==> src/rtl/idc_pkg.sv <==
// Shared definitions for the image display controller output stage:
// frame geometry, pixel widths and the write/read FSM state encodings.
package idc_pkg;

   localparam int FRAME_PIX = 16;
   localparam int IDX_W     = 4;
   localparam int ROW_W     = 2;
   localparam int COL_W     = 2;
   localparam int IN_W      = 7;
   localparam int PIX_W     = 8;

   typedef enum logic [1:0] {
      W_IDLE = 2'd0,
      W_FILL = 2'd1,
      W_DROP = 2'd2
   } wr_state_e;

   typedef enum logic {
      R_IDLE = 1'b0,
      R_SEND = 1'b1
   } rd_state_e;

endpackage

==> src/rtl/idc_display_out_if.sv <==
// Bus bundle between the controller, the display stage and the panel.
// The cksum signal exists only when IDC_DISP_CKSUM_EN is defined.
interface idc_display_out_if;
   import idc_pkg::*;

   logic                    in_valid;
   logic signed [IN_W-1:0]  in_data;
   logic                    pix_ready;
   logic                    pix_valid;
   logic [PIX_W-1:0]        pix_data;
   logic [ROW_W-1:0]        pix_row;
   logic [COL_W-1:0]        pix_col;
   logic                    frame_done;
   logic [PIX_W-1:0]        drop_cnt;
   logic                    busy;
`ifdef IDC_DISP_CKSUM_EN
   logic [PIX_W-1:0]        cksum;
`endif

   // display stage side
   modport slave (
      input  in_valid, in_data, pix_ready,
      output pix_valid, pix_data, pix_row, pix_col, frame_done, drop_cnt, busy
`ifdef IDC_DISP_CKSUM_EN
      , output cksum
`endif
   );

   // controller/panel side
   modport master (
      output in_valid, in_data, pix_ready,
      input  pix_valid, pix_data, pix_row, pix_col, frame_done, drop_cnt, busy
`ifdef IDC_DISP_CKSUM_EN
      , input cksum
`endif
   );

endinterface

==> src/rtl/idc_frame_bank.sv <==
// One 16 x 8 frame bank: single write port, combinational read port.
// Contents are data only and are never reset.
module idc_frame_bank
   import idc_pkg::*;
(
   input  logic             clk,
   input  logic             i_wr_en,
   input  logic [IDX_W-1:0] i_wr_addr,
   input  logic [PIX_W-1:0] i_wr_data,
   input  logic [IDX_W-1:0] i_rd_addr,
   output logic [PIX_W-1:0] o_rd_data
);

   logic [PIX_W-1:0] r_mem [FRAME_PIX];

   // capture one pixel per write strobe
   always_ff @(posedge clk) begin
      if (i_wr_en) r_mem[i_wr_addr] <= i_wr_data;
   end

   assign o_rd_data = r_mem[i_rd_addr];

endmodule

==> src/rtl/idc_display_out.sv <==
// Display output stage: captures 4x4 signed frames into a ping-pong buffer
// and replays them to the panel under valid/ready. Frames arriving while
// both banks are held are dropped and counted.
// Optional feature: IDC_DISP_CKSUM_EN adds a per-frame mod-256 checksum.
module idc_display_out
   import idc_pkg::*;
#(
   parameter int OFFSET = 64
) (
   input logic             clk,
   input logic             rst,
   idc_display_out_if.slave disp
);

   localparam logic [IDX_W-1:0] LAST_IDX = IDX_W'(FRAME_PIX - 1);
   localparam logic [PIX_W-1:0] OFF8     = PIX_W'(OFFSET);

   // Sign-extend and shift into the unsigned brightness range, wrapping mod 256.
   function automatic logic [PIX_W-1:0] to_bright(input logic signed [IN_W-1:0] d);
      logic signed [PIX_W-1:0] ext;
      ext = {d[IN_W-1], d};
      return $unsigned(ext) + OFF8;
   endfunction

   // Counter increment that sticks at all-ones.
   function automatic logic [PIX_W-1:0] sat_inc(input logic [PIX_W-1:0] v);
      return (v == {PIX_W{1'b1}}) ? v : v + 1'b1;
   endfunction

   wr_state_e        r_wstate, w_wstate_nxt;
   rd_state_e        r_rstate, w_rstate_nxt;
   logic [IDX_W-1:0] r_wr_idx, r_rd_idx;
   logic             r_wr_sel, r_rd_sel;
   logic [1:0]       r_full;
   logic [PIX_W-1:0] r_drop_cnt;
   logic             r_busy;
   logic             r_pix_valid;
   logic [PIX_W-1:0] r_pix_data;

   logic             w_hs, w_last_hs, w_tgt_free;
   logic             w_wr_en, w_fill_done, w_drop_evt;
   logic [IDX_W-1:0] w_wr_addr;
   logic [PIX_W-1:0] w_wr_data;
   logic             w_load, w_unload, w_rd_bank;
   logic [IDX_W-1:0] w_rd_addr;
   logic [PIX_W-1:0] w_bank_q [2];

   assign w_hs       = r_pix_valid & disp.pix_ready;
   assign w_last_hs  = w_hs & (r_rstate == R_SEND) & (r_rd_idx == LAST_IDX);
   // a bank being released by the reader this cycle is already free for the writer
   assign w_tgt_free = ~r_full[r_wr_sel] | (w_last_hs & (r_rd_sel == r_wr_sel));
   assign w_wr_data  = to_bright(disp.in_data);

   for (genvar b = 0; b < 2; b++) begin : g_bank
      idc_frame_bank u_bank (
         .clk       (clk),
         .i_wr_en   (w_wr_en & (r_wr_sel == 1'(b))),
         .i_wr_addr (w_wr_addr),
         .i_wr_data (w_wr_data),
         .i_rd_addr (w_rd_addr),
         .o_rd_data (w_bank_q[b])
      );
   end

   // write FSM state register
   always_ff @(posedge clk) begin
      if (rst) r_wstate <= W_IDLE;
      else     r_wstate <= w_wstate_nxt;
   end

   // write FSM next state: start, complete, abort or swallow a frame
   always_comb begin
      w_wstate_nxt = r_wstate;
      case (r_wstate)
         W_IDLE: if (disp.in_valid) w_wstate_nxt = w_tgt_free ? W_FILL : W_DROP;
         W_FILL: if (!disp.in_valid || (r_wr_idx == LAST_IDX)) w_wstate_nxt = W_IDLE;
         W_DROP: if (!disp.in_valid) w_wstate_nxt = W_IDLE;
         default: w_wstate_nxt = W_IDLE;
      endcase
   end

   // write FSM outputs: bank strobe, frame completion and drop events
   always_comb begin
      w_wr_en     = 1'b0;
      w_wr_addr   = '0;
      w_fill_done = 1'b0;
      w_drop_evt  = 1'b0;
      case (r_wstate)
         W_IDLE: w_wr_en = disp.in_valid & w_tgt_free;
         W_FILL: begin
            w_wr_en     = disp.in_valid;
            w_wr_addr   = r_wr_idx;
            w_fill_done = disp.in_valid & (r_wr_idx == LAST_IDX);
            w_drop_evt  = ~disp.in_valid;
         end
         W_DROP: w_drop_evt = ~disp.in_valid;
         default: ;
      endcase
   end

   // write pointer, bank select and drop counter
   always_ff @(posedge clk) begin
      if (rst) begin
         r_wr_idx   <= '0;
         r_wr_sel   <= 1'b0;
         r_drop_cnt <= '0;
      end else begin
         if (w_wr_en)     r_wr_idx   <= w_wr_addr + 1'b1;
         if (w_fill_done) r_wr_sel   <= ~r_wr_sel;
         if (w_drop_evt)  r_drop_cnt <= sat_inc(r_drop_cnt);
      end
   end

   // bank occupancy: writer sets on completion, reader clears after pixel 15
   always_ff @(posedge clk) begin
      if (rst) begin
         r_full <= 2'b00;
      end else begin
         if (w_fill_done) r_full[r_wr_sel] <= 1'b1;
         if (w_last_hs)   r_full[r_rd_sel] <= 1'b0;
      end
   end

   // read FSM state register
   always_ff @(posedge clk) begin
      if (rst) r_rstate <= R_IDLE;
      else     r_rstate <= w_rstate_nxt;
   end

   // read FSM next state: go idle only when no further frame is waiting
   always_comb begin
      w_rstate_nxt = r_rstate;
      case (r_rstate)
         R_IDLE: if (r_full[r_rd_sel]) w_rstate_nxt = R_SEND;
         R_SEND: if (w_last_hs && !r_full[~r_rd_sel]) w_rstate_nxt = R_IDLE;
         default: w_rstate_nxt = R_IDLE;
      endcase
   end

   // read FSM outputs: which bank/pixel to load into the output registers
   always_comb begin
      w_load    = 1'b0;
      w_unload  = 1'b0;
      w_rd_bank = r_rd_sel;
      w_rd_addr = '0;
      case (r_rstate)
         R_IDLE: w_load = r_full[r_rd_sel];
         R_SEND: begin
            if (w_hs) begin
               if (r_rd_idx != LAST_IDX) begin
                  w_load    = 1'b1;
                  w_rd_addr = r_rd_idx + 1'b1;
               end else if (r_full[~r_rd_sel]) begin
                  w_load    = 1'b1;
                  w_rd_bank = ~r_rd_sel;
               end else begin
                  w_unload  = 1'b1;
               end
            end
         end
         default: ;
      endcase
   end

   // output registers hold steady until the panel takes the pixel
   always_ff @(posedge clk) begin
      if (rst) begin
         r_rd_sel    <= 1'b0;
         r_rd_idx    <= '0;
         r_pix_valid <= 1'b0;
         r_pix_data  <= '0;
      end else begin
         if (w_last_hs) r_rd_sel <= ~r_rd_sel;
         if (w_load) begin
            r_pix_valid <= 1'b1;
            r_pix_data  <= w_bank_q[w_rd_bank];
            r_rd_idx    <= w_rd_addr;
         end else if (w_unload) begin
            r_pix_valid <= 1'b0;
         end
      end
   end

   // busy reflects the previous cycle's occupancy and fill activity
   always_ff @(posedge clk) begin
      if (rst) r_busy <= 1'b0;
      else     r_busy <= (|r_full) | (r_wstate == W_FILL);
   end

`ifdef IDC_DISP_CKSUM_EN
   logic [PIX_W-1:0] r_acc, r_cksum;

   // running sum of handshaken pixels, latched at the end of each frame
   always_ff @(posedge clk) begin
      if (rst) begin
         r_acc   <= '0;
         r_cksum <= '0;
      end else if (w_last_hs) begin
         r_acc   <= '0;
         r_cksum <= r_acc + r_pix_data;
      end else if (w_hs) begin
         r_acc   <= r_acc + r_pix_data;
      end
   end

   // the final sum is visible already in the frame_done cycle
   assign disp.cksum = w_last_hs ? (r_acc + r_pix_data) : r_cksum;
`endif

   assign disp.pix_valid  = r_pix_valid;
   assign disp.pix_data   = r_pix_data;
   assign disp.pix_row    = r_rd_idx[IDX_W-1 -: ROW_W];
   assign disp.pix_col    = r_rd_idx[COL_W-1:0];
   assign disp.frame_done = w_last_hs;
   assign disp.drop_cnt   = r_drop_cnt;
   assign disp.busy       = r_busy;

endmodule
==> src/flat_wrapper.sv <==
// flat-port wrapper written by rule: the top's interface ports become plain ports
module idc_display_out_flat import idc_pkg::*;
#(
   parameter int OFFSET = 64
)
  (clk, rst, disp_in_valid, disp_in_data, disp_pix_ready, disp_pix_valid, disp_pix_data, disp_pix_row, disp_pix_col, disp_frame_done, disp_drop_cnt, disp_busy);
  idc_display_out_if disp_i ();
  input logic clk;
  input logic rst;
  input wire logic [$bits(disp_i.in_valid)-1:0] disp_in_valid;
  input wire logic [$bits(disp_i.in_data)-1:0] disp_in_data;
  input wire logic [$bits(disp_i.pix_ready)-1:0] disp_pix_ready;
  output wire logic [$bits(disp_i.pix_valid)-1:0] disp_pix_valid;
  output wire logic [$bits(disp_i.pix_data)-1:0] disp_pix_data;
  output wire logic [$bits(disp_i.pix_row)-1:0] disp_pix_row;
  output wire logic [$bits(disp_i.pix_col)-1:0] disp_pix_col;
  output wire logic [$bits(disp_i.frame_done)-1:0] disp_frame_done;
  output wire logic [$bits(disp_i.drop_cnt)-1:0] disp_drop_cnt;
  output wire logic [$bits(disp_i.busy)-1:0] disp_busy;
  assign disp_i.in_valid = disp_in_valid;
  assign disp_i.in_data = disp_in_data;
  assign disp_i.pix_ready = disp_pix_ready;
  assign disp_pix_valid = disp_i.pix_valid;
  assign disp_pix_data = disp_i.pix_data;
  assign disp_pix_row = disp_i.pix_row;
  assign disp_pix_col = disp_i.pix_col;
  assign disp_frame_done = disp_i.frame_done;
  assign disp_drop_cnt = disp_i.drop_cnt;
  assign disp_busy = disp_i.busy;
  idc_display_out #(.OFFSET(OFFSET)) u_core (.clk(clk), .rst(rst), .disp(disp_i));
endmodule
==> config.mk <==
export PLATFORM = sky130hd
export DESIGN_NAME = idc_display_out_flat
export DESIGN_NICKNAME = d
export VERILOG_FILES = /design/src/rtl/idc_pkg.sv /design/src/rtl/idc_display_out_if.sv /design/src/rtl/idc_frame_bank.sv /design/src/rtl/idc_display_out.sv /design/src/flat_wrapper.sv
export SDC_FILE = /design/constraint.sdc
export NUM_CORES = 1
export LEC_CHECK = 0
export CORE_ASPECT_RATIO = 2
export CORE_UTILIZATION = 50
export DETAILED_ROUTE_END_ITERATION = 8
export PLACE_DENSITY = 0.68
export RECOVER_POWER = 50
export SYNTH_ARGS = -nofsm -noshare
export SYNTH_HDL_FRONTEND = slang
export SYNTH_HIERARCHICAL = 1
export SYNTH_SLANG_ARGS = --single-unit
==> constraint.sdc <==
create_clock -name clk -period 3.84 [get_ports clk]
set_input_delay 0.768 -clock clk [delete_from_list [all_inputs] [get_ports clk]]
set_output_delay 0.768 -clock clk [all_outputs]
set_load 0.005 [all_outputs]
==> After elaboration in Yosys (flattened, before gate mapping) <==
Memories as Yosys holds them, arrays and structs flattened.
Cells that the tools add are included.
{ "classes": {"addsub": 4, "multipliers": 0, "div_mod_pow": 0, "n_lt_le_gt_ge": 6, "eq_ne": 10, "n_shift": 0, "muxes": 49, "bitwise": 20, "n_reduce_logical": 12} }
{ "op_table": {"columns": ["cell", "n"], "rows": [
  ["1-bit two-way mux", 29],
  ["8-bit two-way mux", 3],
  ["4-bit two-way mux", 4],
  ["2-bit two-way mux", 7],
  ["4-bit by 1-bit adder with 4-bit output (second input constant)", 2],
  ["8-bit by 1-bit adder with 8-bit output (second input constant)", 1],
  ["8-bit by 7-bit adder with 8-bit output (second input constant)", 1],
  ["1-bit AND", 8],
  ["4-bit == test (second input constant)", 2],
  ["8-bit == test (second input constant)", 1],
  ["1-bit by 2-bit < comparator with 1-bit output (second input constant)", 3],
  ["1-bit inverter", 6],
  ["1-bit one-hot mux with 2 select lines", 3],
  ["2-bit one-hot mux with 3 select lines", 1],
  ["2-bit != test (second input constant)", 2],
  ["4-bit != test (second input constant)", 1],
  ["2-bit OR reduction", 2],
  ["1-bit logical AND", 3],
  ["3-bit AND reduction", 1],
  ["2-bit AND", 1],
  ["1-bit demux with 1-bit select", 2],
  ["2-bit by 1-bit == test with 1-bit output (second input constant)", 1],
  ["2-bit == test (second input constant)", 1],
  ["1-bit >= comparator (second input constant)", 2],
  ["12 further kinds", 14]
]} }
{ "totals": {"regBits": 33, "latchBits": 0, "ram_bits": 256, "mem_bits_ro": 0, "out_inout_bits": 23, "memories": 2} }
{ "mem_list": {"columns": ["memory", "depth", "word_bits", "read_ports", "rd_ports_with_merged_regs", "wr", "line_no", "source"], "rows": [
  ["u_core.g_bank[0].u_bank.r_mem", 16, 8, 1, 0, 1, "idc_frame_bank.sv:14", "logic [PIX_W-1:0] r_mem [FRAME_PIX];"],
  ["u_core.g_bank[1].u_bank.r_mem", 16, 8, 1, 0, 1, "idc_frame_bank.sv:14", null]
]} }

==> Depth between registers and ports, before layout <==
Gate-level depths: netlist (run 1).
{ "depth": {"depth_word": 11, "ltp_mapped": 14, "mapped_depth_nobuf": 11} }

==> Modules after synthesis <==
The synthesis (run 1) kept the hierarchy.
{ "by_module_without_submodules": {"columns": ["module", "instances", "cells_per_inst", "area_each_um2", "seq_area_each_um2"], "rows": [
  ["idc_frame_bank", 2, 221, 4987.3, 3843.7],
  ["idc_display_out", 1, 241, 2019.4, 660.6]
]} }

==> Worst setup path after synthesis (run 1) <==
OpenSTA, ideal clock, no wires.
{ "synth_timing": {"path_kind": "in2reg", "startpoint": "in disp_pix_ready", "endpoint": "reg u_core.r_pix_data[6], in the netlist u_core/disp.pix_data[6]", "t_arrival_ns": 3.364, "path_slack_ns": 0.359, "cell_stages": 12, "path_buffers": 3, "cell_sequence": "nand3_1 > buf_2 > nor3_1 > buf_6 > buf_4 > mux4_2 > a22oi_1 > nand2_1 > or3b_2 > a211oi_1 > nor3_1 > o2bb2ai_1"} }
{ "synth_lines": {"columns": ["element", "line_no", "source"], "rows": [
  ["from (decl)", "flat_wrapper.sv:12", "input wire logic [$bits(disp_i.pix_ready)-1:0] disp_pix_ready;"],
  ["to (signal assigned)", "idc_display_out.sv:176", "r_pix_data <= w_bank_q[w_rd_bank];"],
  ["to (decl)", "idc_display_out.sv:38", "logic [PIX_W-1:0] r_pix_data;"]
]} }

==> Worst setup path in the final report (run 1) <==
{ "layout_timing": {"startpoint": "in disp_pix_ready", "endpoint": "out disp_frame_done"} }
{ "layout_between": {"elab_chain_cells": 3} }
{ "layout_lines": {"columns": ["element", "line_no", "source"], "rows": [
  ["1-bit AND", "idc_display_out.sv:48", "assign w_hs = r_pix_valid & disp.pix_ready;"],
  ["1-bit AND (2 in series)", "idc_display_out.sv:49", "assign w_last_hs = w_hs & (r_rstate == R_SEND) & (r_rd_idx == LAST_IDX);"],
  ["to (decl)", "flat_wrapper.sv:17", "output wire logic [$bits(disp_i.frame_done)-1:0] disp_frame_done;"]
]} }
No other way between the ends.

==> results of run 1 <==
-- worst paths after layout --
| kind | start | slack, ps | depth (start not counted) | to |
|---|---|---|---|---|
| max | disp_pix_ready | 270 | 6 | disp_frame_done |
| max reg2reg | u_core/r_rd_idx[0]$_SDFFE_PP0P_ | 420 | 11 | u_core/disp.pix_data[3]$_SDFFE_PP0P_ |
| min reg2reg | u_core/disp.pix_data[3]$_SDFFE_PP0P_ | 480 | 1 | u_core/disp.pix_data[3]$_SDFFE_PP0P_ |
| min | u_core/disp.pix_data[3]$_SDFFE_PP0P_ | 480 | 1 | u_core/disp.pix_data[3]$_SDFFE_PP0P_ |
-- layout by cell type, fill, tap and decap left out, types with 4 or more instances in the layout --
cell               n
clkinvlp_4         5
inv_1             13
o211ai_1           5
and3_1             4
nand3_1           10
edfxtp_1         256
xor2_1             4
a311oi_1           5
a21oi_1           11
mux4_2            36
nand2b_1           6
o32a_1             7
nand4_1            4
nand3b_1           6
ha_1               6
mux4_1            28
buf_12             7
nor3_1            16
clkbuf_16         25
nor3b_1            5
clkinv_1           6
conb_1            32
a32o_1             6
clkbuf_1           7
a22oi_1           32
nand2_1           33
dfxtp_1           33
nor2_1            53
o21ai_0            7
dlygate4sd3_1     27
buf_4             51
clkdlybuf4s50_1    6
and2_1             4
-- flip-flops by register name, summed over array words and instances (netlist names) --
register	count
u_core/disp.drop_cnt	8
u_core/disp.pix_valid	1
u_core/r_rstate	1
u_core/r_full	2
u_core/r_wr_sel	1
u_core/r_wr_idx	4
u_core/r_wstate	2
u_core/disp.pix_data	8
u_core/r_rd_idx	4
u_core/disp.busy	1
u_core/r_rd_sel	1
u_core/g_bank.u_bank/r_mem	256
-- cells by family after synthesis --
family          Yosys count  synth area share [%]
other cells               1               0.03127
compound gates          103                 6.604
fa+ha+maj                 6                0.6259
buf+inv                  50                 2.629
simple gates            161                 6.927
flops                   289                 69.60
mux                      66                 13.07
xor+xnor                  7                0.5112
-- worst reg2reg max path, cell delays in order, from the launching register on --
cell and delay [ps]:
dfxtp_1 380, ha_1 280, and3_1 230, nor3_2 200, buf_12 190, buf_12 200, mux4_1 590, a22oi_1 500
nand2_1 140, nor3b_1 200, o211ai_1 120, a32o_1 290
-- where the power goes --
part           total [mW]  switching (mW)  leakage (nW)  internal (mW)
sequential           3.44         0.00706          2.57           3.43
combinational       0.165           0.114          1.60         0.0513
clock                2.47            1.08         0.376           1.39
-- through the flow --
stage / util (%) / TNS, ps / total power [mW]
4_1_cts: 59.36 / 0 / 6.134
6_report: 59.20 / 0 / 6.079
5_1_grt: 59.20 / 0 / 6.252
2_1_floorplan: - / 0 / 3.586
3_3_place_gp: 55.95 / -84.06 / 3.667
3_5_place_dp: 55.95 / -173.6 / 3.676
-- layout make-up --
class / count / area [um^2] / area share (%)
flip-flops and latches: 289 / 8348 / 60.19
multi-input cells: 375 / 3438 / 24.79
repair buffers: 97 / 875.8 / 6.315
clock buffers: 26 / 629.4 / 4.538
well taps: 283 / 354.1 / 2.553
clock inverters: 17 / 170.2 / 1.227
inverters: 14 / 52.55 / 0.3789
-- per-layer routing --
| layer | share of wire, % | global-route usage, % | routed length, um | vias to the layer above |
|---|---|---|---|---|
| li1 | - | - | - | 3004 |
| met1 | 34 | 22.13 | 9069 | 3411 |
| met2 | 57 | 43.53 | 15520 | 181 |
| met3 | 3.1 | 2.520 | 829 | 68 |
| met4 | 5.9 | 13.47 | 1588 | 0 |
| met5 | 0 | 0 | 0 | - |
==> summary.txt, run 1 <==
Run status
  – Status: complete, but fails checks
  – Failing checks: DRC, capacitance limit, slew limit

Synthesis
  – Synth Register Bits: 289
  – FFs w/ async S/R, synth: 0%
  – Share of the synthesized area in the top cell type: between 60% and 70%
  – Syn_area_per_cell: ~18 um^2
  – Number of synthesized flops with an enable pin: ~260
  – Synthesized cell area: 11990 um^2
  – Synth warn: 6
  – Cell count after synthesis: 683
  – Sequential area share after synthesis: between 60 and 70%
  – Synth area leaders: edfxtp_1 64%, mux4_2 6.8%, mux4_1 6.1%
  – Top-count cell post-synth: edfxtp_1
  – Yosys cell types: 61
  – Top FF cell, synth: edfxtp_1
  – Post-synth top cells: 256 x edfxtp_1, 53 x nor2_1, 36 x mux4_2
  – Largest area contributor in the netlist: edfxtp_1

Critical path
  – CP arrival: 2800 ps
  – CP peak stage delay: ~520 ps
  – WP buf/inv: 4
  – Setup CP Type: primary input to output port
  – Cell mode on critical path: clkdlybuf4s50_1
  – Crit. End Element: output port
  – CP delay by family, top: buffers and inverters
  – Slowest cell on crit path: clkdlybuf4s50_1
  – Critical Path RT: 3070 ps
  – Worst Path Max Fanout: 12
  – Worst path cell trace: clkdlybuf4s50_1, and3_1, clkbuf_1, nand2_1, inv_1, clkdlybuf4s50_1
  – Startpoint Class: primary input

Detailed routing
  – Residual DRC: 10
  – Vias: 6664
  – DRT Wirelength: 27000 um
  – Pre-antenna DRT Iters: 8
  – Via density: 6.053
  – WL/cell: between 20 and 25 um
  – Final ANT Viol Nets: 0
  – 1st-iter DRT viols: 738

Clocking
  – Clk_lat worst skew: ~530 ps
  – # hold bufs at CTS: 0
  – Cts bufs inserted: 25
  – H-tree levels: 1
  – Post-CTS resize count: 0
  – CTS tree: done
  – Postcts setup bufs: 0
  – Root Buffer: clkbuf_16
  – Clock transition at path regs: 70 ps
  – CTS sink count: 289
  – CTS Buffer Depth: 3

Place
  – Placed cells: about 1100
  – DP Area: around 13000 um^2
  – Detailed placement HPWL: 19270 um
  – Buffers on Ports: 33
  – RePlAce Congestion: 0.9218
  – DP Worst Slack: -137.6 ps

Floorplan
  – I/O pin total: 34
  – Core Rows: 79
  – Core Area: 23430 um^2
  – Die Width: 111.5 um
  – Vert. Die Dim: 221.0 um
  – Initial Utilization: between 50% and 60%
  – Die area: ~25000 um^2

Global route
  – Largest net degree at the start of global routing: 33
  – First-pass GRT wire length: about 40000 um
  – Initial antenna violation count: 0
  – Total gr overflow: 0
  – Total GRT Usage: 22.35%
  – Vias in the first global route: 7117

Final layout
  – Nets: 819
  – Final std cells w/o fill: 1101
  – FILL cells: around 1700
  – Share of cells above drive strength 1: between 10% and 20%
  – Area grow syn2layout: 15.63%
  – ANT cells: 0
  – Final instance area: 13870 um^2

Timing
  – Hold slack: 476.0 ps
  – Crit share post-route: 92.92%
  – RSZ-0062 raised after global routing: false
  – Crit path time final: about 3600 ps
  – Final Setup Violations: 0
  – Final setup margin: ~270 ps
  – Worst slew pin tran: about 1700 ps
  – Max Clk Rate: ~280 MHz
  – Final Max Tran Viols: 33
  – Relative slew margins: -14.06%
  – Final hold vios: 0
  – Final clock skew: around 12 ps

Hold path
  – HP Class: flip-flop to flip-flop

Flow run
  – MaxCap Viol Count: 1

Pwr
  – P_leak: 4.551 nW
  – PwrDens: 438.4 nW/um^2
  – Peak supply drop: between 0.2 and 0.3 mV
Power figures use the tool's default switching activity.
==> inputs of run 2 (changes only) <==
- GPL_ROUTABILITY_DRIVEN: not set -> 0
==> run 2 against run 1 <==
Against the previous run:
- the run still ends with DRC, capacitance limit, slew limit left
- clock-buffer cell count rose by 5
- final area grew 0.35%
- power grew 0.70%
- critical path type is now primary input to flip-flop
- critical endpoint is now u_core/g_bank[0].u_bank/r_mem[0][6]$_DFFE_PP_
==> summary.txt, run 2 (same netlist as run 1, synthesis figures left out) <==
Run status
  – Status: complete, but fails checks
  – Failing checks: DRC, capacitance limit, slew limit

Floorplan
  – Initial Utilization: 51.20% (unchanged)
  – Core Area: 23430 um^2 (unchanged)
  – Vert. Die Dim: 221.0 um (unchanged)
  – Die Width: 111.5 um (unchanged)
  – I/O pin total: 34 (unchanged)
  – Die area: 24650 um^2 (unchanged)
  – Core Rows: 79 (unchanged)

Detailed routing
  – WL/cell: 23.85 um (-2.8%)
  – Pre-antenna DRT Iters: 7 (-1)
  – DRT Wirelength: 26400 um (-2.2%)
  – Met3 wire len: 1021 um (+23%)
  – Wl on met1: 8647 um (-4.7%)
  – Top routing layer in use: met4
  – Residual DRC: 8 (-2)
  – Met2 Routed Length: 15640 um (+0.80%)
  – Vias: 6721 (+0.86%)
  – Final ANT Viol Nets: 0 (unchanged)
  – Via density: 6.071 (+0.31%)
  – 1st-iter DRT viols: 561 (-24%)

Clocking
  – Postcts setup bufs: 0 (unchanged)
  – Cts bufs inserted: 24 (-4.0%)
  – # hold bufs at CTS: 0 (unchanged)
  – CTS Buffer Depth: 3 (unchanged)
  – CTS tree: done
  – Clk_lat worst skew: 530 ps (about the same)
  – H-tree levels: 1 (unchanged)
  – Post-CTS resize count: 0 (unchanged)
  – CTS sink count: 289 (unchanged)
  – Root Buffer: clkbuf_16
  – Clock transition at path regs: 70 ps (about the same)

Timing
  – RSZ-0062 raised after global routing: false
  – Crit path time final: 3543 ps (-25.46 ps)
  – Worst slew pin tran: 1537 ps (-174.4 ps)
  – Final clock skew: 12.63 ps (+0.4135 ps)
  – Relative slew margins: -2.439% (+12 points)
  – Final hold vios: 0 (unchanged)
  – Final Max Tran Viols: 65 (+97%)
  – Final TNS setup: 0 ps (unchanged)
  – Max Clk Rate: 282.3 MHz (+0.72%)
  – Final Setup Violations: 0 (unchanged)
  – Crit share post-route: 92.26% (-0.66 points)

Final layout
  – ANT cells: 0 (unchanged)
  – Biggest register: u_core/g_bank.u_bank/r_mem
  – Area grow syn2layout: 16.03%
  – Commonest non-fill, non-tap cell in the layout: edfxtp_1
  – FILL cells: 1735 (+0.41%)
  – Share of cells above drive strength 1: 16.99% (-0.25 points)
  – Max reg flops: 256 (unchanged)
  – Nets: 824 (+0.61%)
  – Most frequent cells in the layout: 256 x edfxtp_1, 56 x buf_4, 53 x nor2_1

Critical path
  – Setup CP Type: primary input to flip-flop
  – Critical Path RT: 4080 ps (+1010 ps)
  – CP arrival: 3780 ps (+980 ps)
  – Worst setup path startpoint: disp_pix_ready
  – R2R setup slack: 430 ps (about the same)
  – R2R depth: 7 (-4)
  – Worst Path Max Fanout: 11 (-1)
  – Critical R2R Launch: u_core/r_rd_sel$_SDFFE_PP0P_
  – Crit. End Element: flip-flop
  – Worst r2r dst: u_core/g_bank[0].u_bank/r_mem[0][6]$_DFFE_PP_
  – Startpoint Class: primary input
  – End of the critical path: u_core/g_bank[0].u_bank/r_mem[0][6]$_DFFE_PP_

Hold path
  – HP Class: flip-flop to flip-flop

Pwr
  – Peak supply drop: 0.2603 mV (+1.3%)
  – Clock network fraction of total power: 41.0% (+0.3 points)
  – Reg power frac: 56.2% (-0.4 points)
  – P_leak: 4.588 nW (+0.81%)
  – Int Pwr: 4.952 mW (+1.5%)
  – PwrDens: 439.9 nW/um^2 (+0.35%)
  – Logic pwr share: 2.8% (about the same)
  – NetSw: 1.170 mW (-2.6%)
  – Power Total: 6.122 mW (+0.70%)
  – Sw Share: 19.12% (-0.65 points)

Global route
  – First-pass GRT wire length: 40050 um (-1.6%)
  – Largest net degree at the start of global routing: 33 (unchanged)
  – Vias in the first global route: 7137 (+0.28%)
  – Total GRT Usage: 21.95% (-0.40 points)
  – Initial antenna violation count: 0 (unchanged)
  – Total gr overflow: 0 (unchanged)

Place
  – Buffers on Ports: 33 (unchanged)
  – Detailed placement HPWL: 18770 um (-2.6%)

Flow run
  – MaxCap Viol Count: 2 (+1)
==> run 2: cell count changes in the layout (fill, tap and decap cells not counted), sizes merged <==
cell / previous run / this run
inv: 13 / 14
clkinvlp: 5 / 1
clkinv: 10 / 7
clkbuf: 32 / 38
buf: 58 / 63
bufinv: 3 / 4
==> run 2: layout make-up <==
class,instances,area (um^2),share of cell area (%)
Inverter,14,52.55,0.3776
Clock inverter,12,158.9,1.142
Sequential cell,289,8348,59.98
Timing Repair Buffer,103,917.1,6.590
Tap cell,283,354.1,2.544
Clock buffer,31,648.1,4.657
Multi-Input combinational cell,375,3438,24.71
==> run 2: per-layer routing <==
layer | vias up | GRT usage (%)
met1 | 3446 | 20.64
li1 | 3017 | -
met3 | 49 | 2.575
met2 | 209 | 44.88
met4 | 0 | 10.94
met5 | - | 0
==> run 2: worst min path at each step <==
stage	from	to	cells past startpoint
after floorplan	u_core/disp.pix_data[6]$_SDFFE_PP0P_	u_core/disp.pix_data[6]$_SDFFE_PP0P_	2
after global placement	u_core/disp.pix_data[1]$_SDFFE_PP0P_	u_core/disp.pix_data[1]$_SDFFE_PP0P_	1
after detailed placement	u_core/disp.pix_data[1]$_SDFFE_PP0P_	u_core/disp.pix_data[1]$_SDFFE_PP0P_	1
after CTS	u_core/disp.pix_data[1]$_SDFFE_PP0P_	u_core/disp.pix_data[1]$_SDFFE_PP0P_	1
after global routing	u_core/disp.pix_data[1]$_SDFFE_PP0P_	u_core/disp.pix_data[1]$_SDFFE_PP0P_	1
final	u_core/disp.pix_data[1]$_SDFFE_PP0P_	u_core/disp.pix_data[1]$_SDFFE_PP0P_	1
==> run 2: critical path, cell delays in order <==
cell,delay (ps)
clkdlybuf4s50_1,480
nand3_1,110
clkbuf_1,150
buf_4,190
nor4_1,590
nor2_1,160
nor2_1,310
or3b_2,540
nor3_1,250
buf_4,210
==> run 2: power groups by stage <==
stage | registers, mW | logic (mW) | clock network, mW
2_1_floorplan | 3.51 | 0.0788 | 0
3_3_place_gp | 3.51 | 0.166 | 0
3_5_place_dp | 3.51 | 0.175 | 0
4_1_cts | 3.44 | 0.176 | 2.55
5_1_grt | 3.44 | 0.185 | 2.65
6_report | 3.44 | 0.173 | 2.51
==> run 2: stage by stage <==
stage               hold WS, ps  cell area [um^2]  setup WS, ps  util [%]  cells
finish                    466.2             13920         297.3     59.41   1107
global route              479.8             13920         189.2     59.41   1107
CTS                       474.3             13960         510.9     59.58   1107
detailed placement        459.3             13150        -41.69     56.14   1064
global placement          461.5             13150        -6.678     56.14   1064
floorplan                 455.5             12110         358.5         -    714
==> inputs of run 3 (changes only) <==
- GPL_TIMING_DRIVEN: not set -> 0
==> run 3 against run 2 <==
Against the previous run:
- the run ends with DRC left
- global-route usage is 0.27 points higher
- worst setup slack worse by 180 ps
- combinational power is 5% lower
- sequential cell count stayed put
- clock power is 2% higher
- die area stayed put
- sequential power hardly changed
- hold slack better by 3.9 ps
- non-clock buffer count is 35 lower
- wire length is 0.83% higher
- register-to-register slack worse by 280 ps
- critical path depth is 3 higher
- highest routed layer unchanged
==> summary.txt, run 3 (same netlist as run 1, synthesis figures left out) <==
Final layout
  – Area grow syn2layout: 14.07%
  – Biggest register: u_core/g_bank.u_bank/r_mem
  – Max reg flops: 256 (unchanged)
  – Commonest non-fill, non-tap cell in the layout: edfxtp_1
  – ANT cells: 0 (unchanged)
  – Most frequent cells in the layout: 256 x edfxtp_1, 53 x nor2_1, 36 x mux4_2
  – Final std cells w/o fill: 1074 (-3.0%)
  – Share of cells above drive strength 1: 16.56% (-0.43 points)
  – Nets: 790 (-4.1%)

Timing
  – Crit share post-route: 96.99% (+4.7 points)
  – Final TNS setup: 0 ps (unchanged)
  – Worst slew pin tran: 1250 ps (-286.8 ps)
  – Final hold vios: 0 (unchanged)
  – Relative slew margins: 16.04% (+18 points)
  – Final clock skew: 24.71 ps (+12.08 ps)
  – Crit path time final: 3724 ps (+181.7 ps)
  – Final Max Tran Viols: 0 (-100%)
  – Max Clk Rate: 268.5 MHz (-4.9%)
  – Final Setup Violations: 0 (unchanged)

Place
  – Buffers on Ports: 31 (-6.1%)
  – Placed cells: 1028 (-3.4%)
  – Detailed placement HPWL: 19400 um (+3.3%)

Detailed routing
  – Residual DRC: 9 (+1)
  – WL/cell: 24.78 um (+3.9%)
  – Final ANT Viol Nets: 0 (unchanged)
  – Pre-antenna DRT Iters: 9 (+2)
  – 1st-iter DRT viols: 578 (+3.0%)
  – Via density: 6.138 (+1.1%)
  – DRT Wirelength: 26620 um (+0.83%)
  – Vias: 6592 (-1.9%)

Critical path
  – Startpoint Class: primary input
  – Worst Path Max Fanout: 10 (-1)
  – Setup CP Type: primary input to flip-flop
  – Crit. End Element: flip-flop
  – CP arrival: 4150 ps (+370 ps)
  – Critical Path RT: 4260 ps (+180 ps)
  – R2R setup slack: 150 ps (-280 ps)
  – Worst setup path startpoint: disp_pix_ready
  – Critical R2R Launch: u_core/r_rd_idx[0]$_SDFFE_PP0P_

Floorplan
  – Die area: 24650 um^2 (unchanged)
  – Vert. Die Dim: 221.0 um (unchanged)
  – Core Area: 23430 um^2 (unchanged)
  – Initial Utilization: 51.20% (unchanged)
  – Core Rows: 79 (unchanged)
  – I/O pin total: 34 (unchanged)
  – Die Width: 111.5 um (unchanged)

Clocking
  – Root Buffer: clkbuf_16
  – # hold bufs at CTS: 0 (unchanged)
  – CTS tree: done
  – CTS sink count: 289 (unchanged)
  – Clk_lat worst skew: 540 ps (about the same)
  – H-tree levels: 1 (unchanged)
  – Cts bufs inserted: 25 (+4.2%)
  – CTS Buffer Depth: 3 (unchanged)
  – Clock transition at path regs: 70 ps (about the same)

Pwr
  – Int Pwr: 4.901 mW (-1.0%)
  – Power Total: 6.157 mW (+0.57%)
  – Logic pwr share: 2.7% (about the same)
  – P_leak: 4.360 nW (-5.0%)
  – Sw Share: 20.41% (+1.3 points)
  – Reg power frac: 55.9% (-0.3 points)
  – NetSw: 1.256 mW (+7.4%)
  – PwrDens: 450.0 nW/um^2 (+2.3%)
  – Peak supply drop: 0.2610 mV (+0.27%)
  – Clock network fraction of total power: 41.4% (+0.4 points)

Global route
  – Vias in the first global route: 7148 (+0.15%)
  – Total gr overflow: 0 (unchanged)
  – Total GRT Usage: 22.23% (+0.27 points)
  – First-pass GRT wire length: 40200 um (+0.36%)
  – Largest net degree at the start of global routing: 33 (unchanged)
  – Initial antenna violation count: 0 (unchanged)

Hold path
  – Beginning of the worst hold path: u_core/disp.pix_data[6]$_SDFFE_PP0P_
  – HP Class: flip-flop to flip-flop

Run status
  – Status: complete, but fails checks
  – Failing checks: DRC

Flow run
  – MaxCap Viol Count: 0 (-2)
## run 3: power by group through the flow
| stage | logic, mW | registers, mW | clock network, mW |
|---|---|---|---|
| after detailed placement | 0.162 | 3.51 | 0 |
| after CTS | 0.164 | 3.44 | 2.60 |
| final | 0.165 | 3.44 | 2.55 |
| after global placement | 0.154 | 3.51 | 0 |
| after global routing | 0.177 | 3.44 | 2.71 |
| after floorplan | 0.0788 | 3.51 | 0 |
## run 3: path summary, 6_finish.rpt
path | endpoint | depth (start not counted)
worst max-delay path | u_core/disp.pix_data[6]$_SDFFE_PP0P_ | 13
worst min-delay path | u_core/disp.pix_data[6]$_SDFFE_PP0P_ | 2
worst max register to register | u_core/disp.pix_data[6]$_SDFFE_PP0P_ | 14
worst min register to register | u_core/disp.pix_data[6]$_SDFFE_PP0P_ | 2
## run 3: timing repair
action	4_1_cts	5_1_grt
pin swaps	0	1
setup buffers	0	1
endpoints found under the setup margin	23	10
gates resized for setup	7	8
## run 3: through the flow
step           utilization, %  area (um^2)  setup slack, ps  hold WS, ps
2_1_floorplan               -        12110            358.5        455.5
3_3_place_gp            54.53        12770           -761.0        464.3
3_5_place_dp            54.53        12770           -799.8        454.2
4_1_cts                 58.24        13640            5.843        464.2
5_1_grt                 58.40        13680          -0.3730        505.2
6_report                58.40        13680            115.6        470.1
## run 3: area by class of cell
type	instances	area, um^2
Clock inverter	18	198.9
Inverter	14	52.55
Multi-Input combinational cell	375	3511
Sequential cell	289	8348
Fill cell	1704	9744
Timing Repair Buffer	32	317.8
Tap cell	283	354.1
Clock buffer	27	633.1
Buffer	36	266.5
## run 3: critical path: stages
cell and delay (ps):
clkdlybuf4s50_1 470, nand3_1 210, buf_2 300, nor3_4 260, buf_6 180, buf_6 190
mux4_2 530, a22oi_1 190, nand2_1 110, or3b_2 440, a211oi_1 210, nor3_1 120
o2bb2ai_1 140
## run 3: layer usage
layer	wire (um)	vias to the layer above	GRT usage [%]	share of wire, %
met5	0	-	0	0
met2	15700	234	44.76	59
li1	-	2946	-	-
met3	1066	79	2.657	4.0
met1	8318	3333	20.15	31
met4	1533	0	14.12	5.8
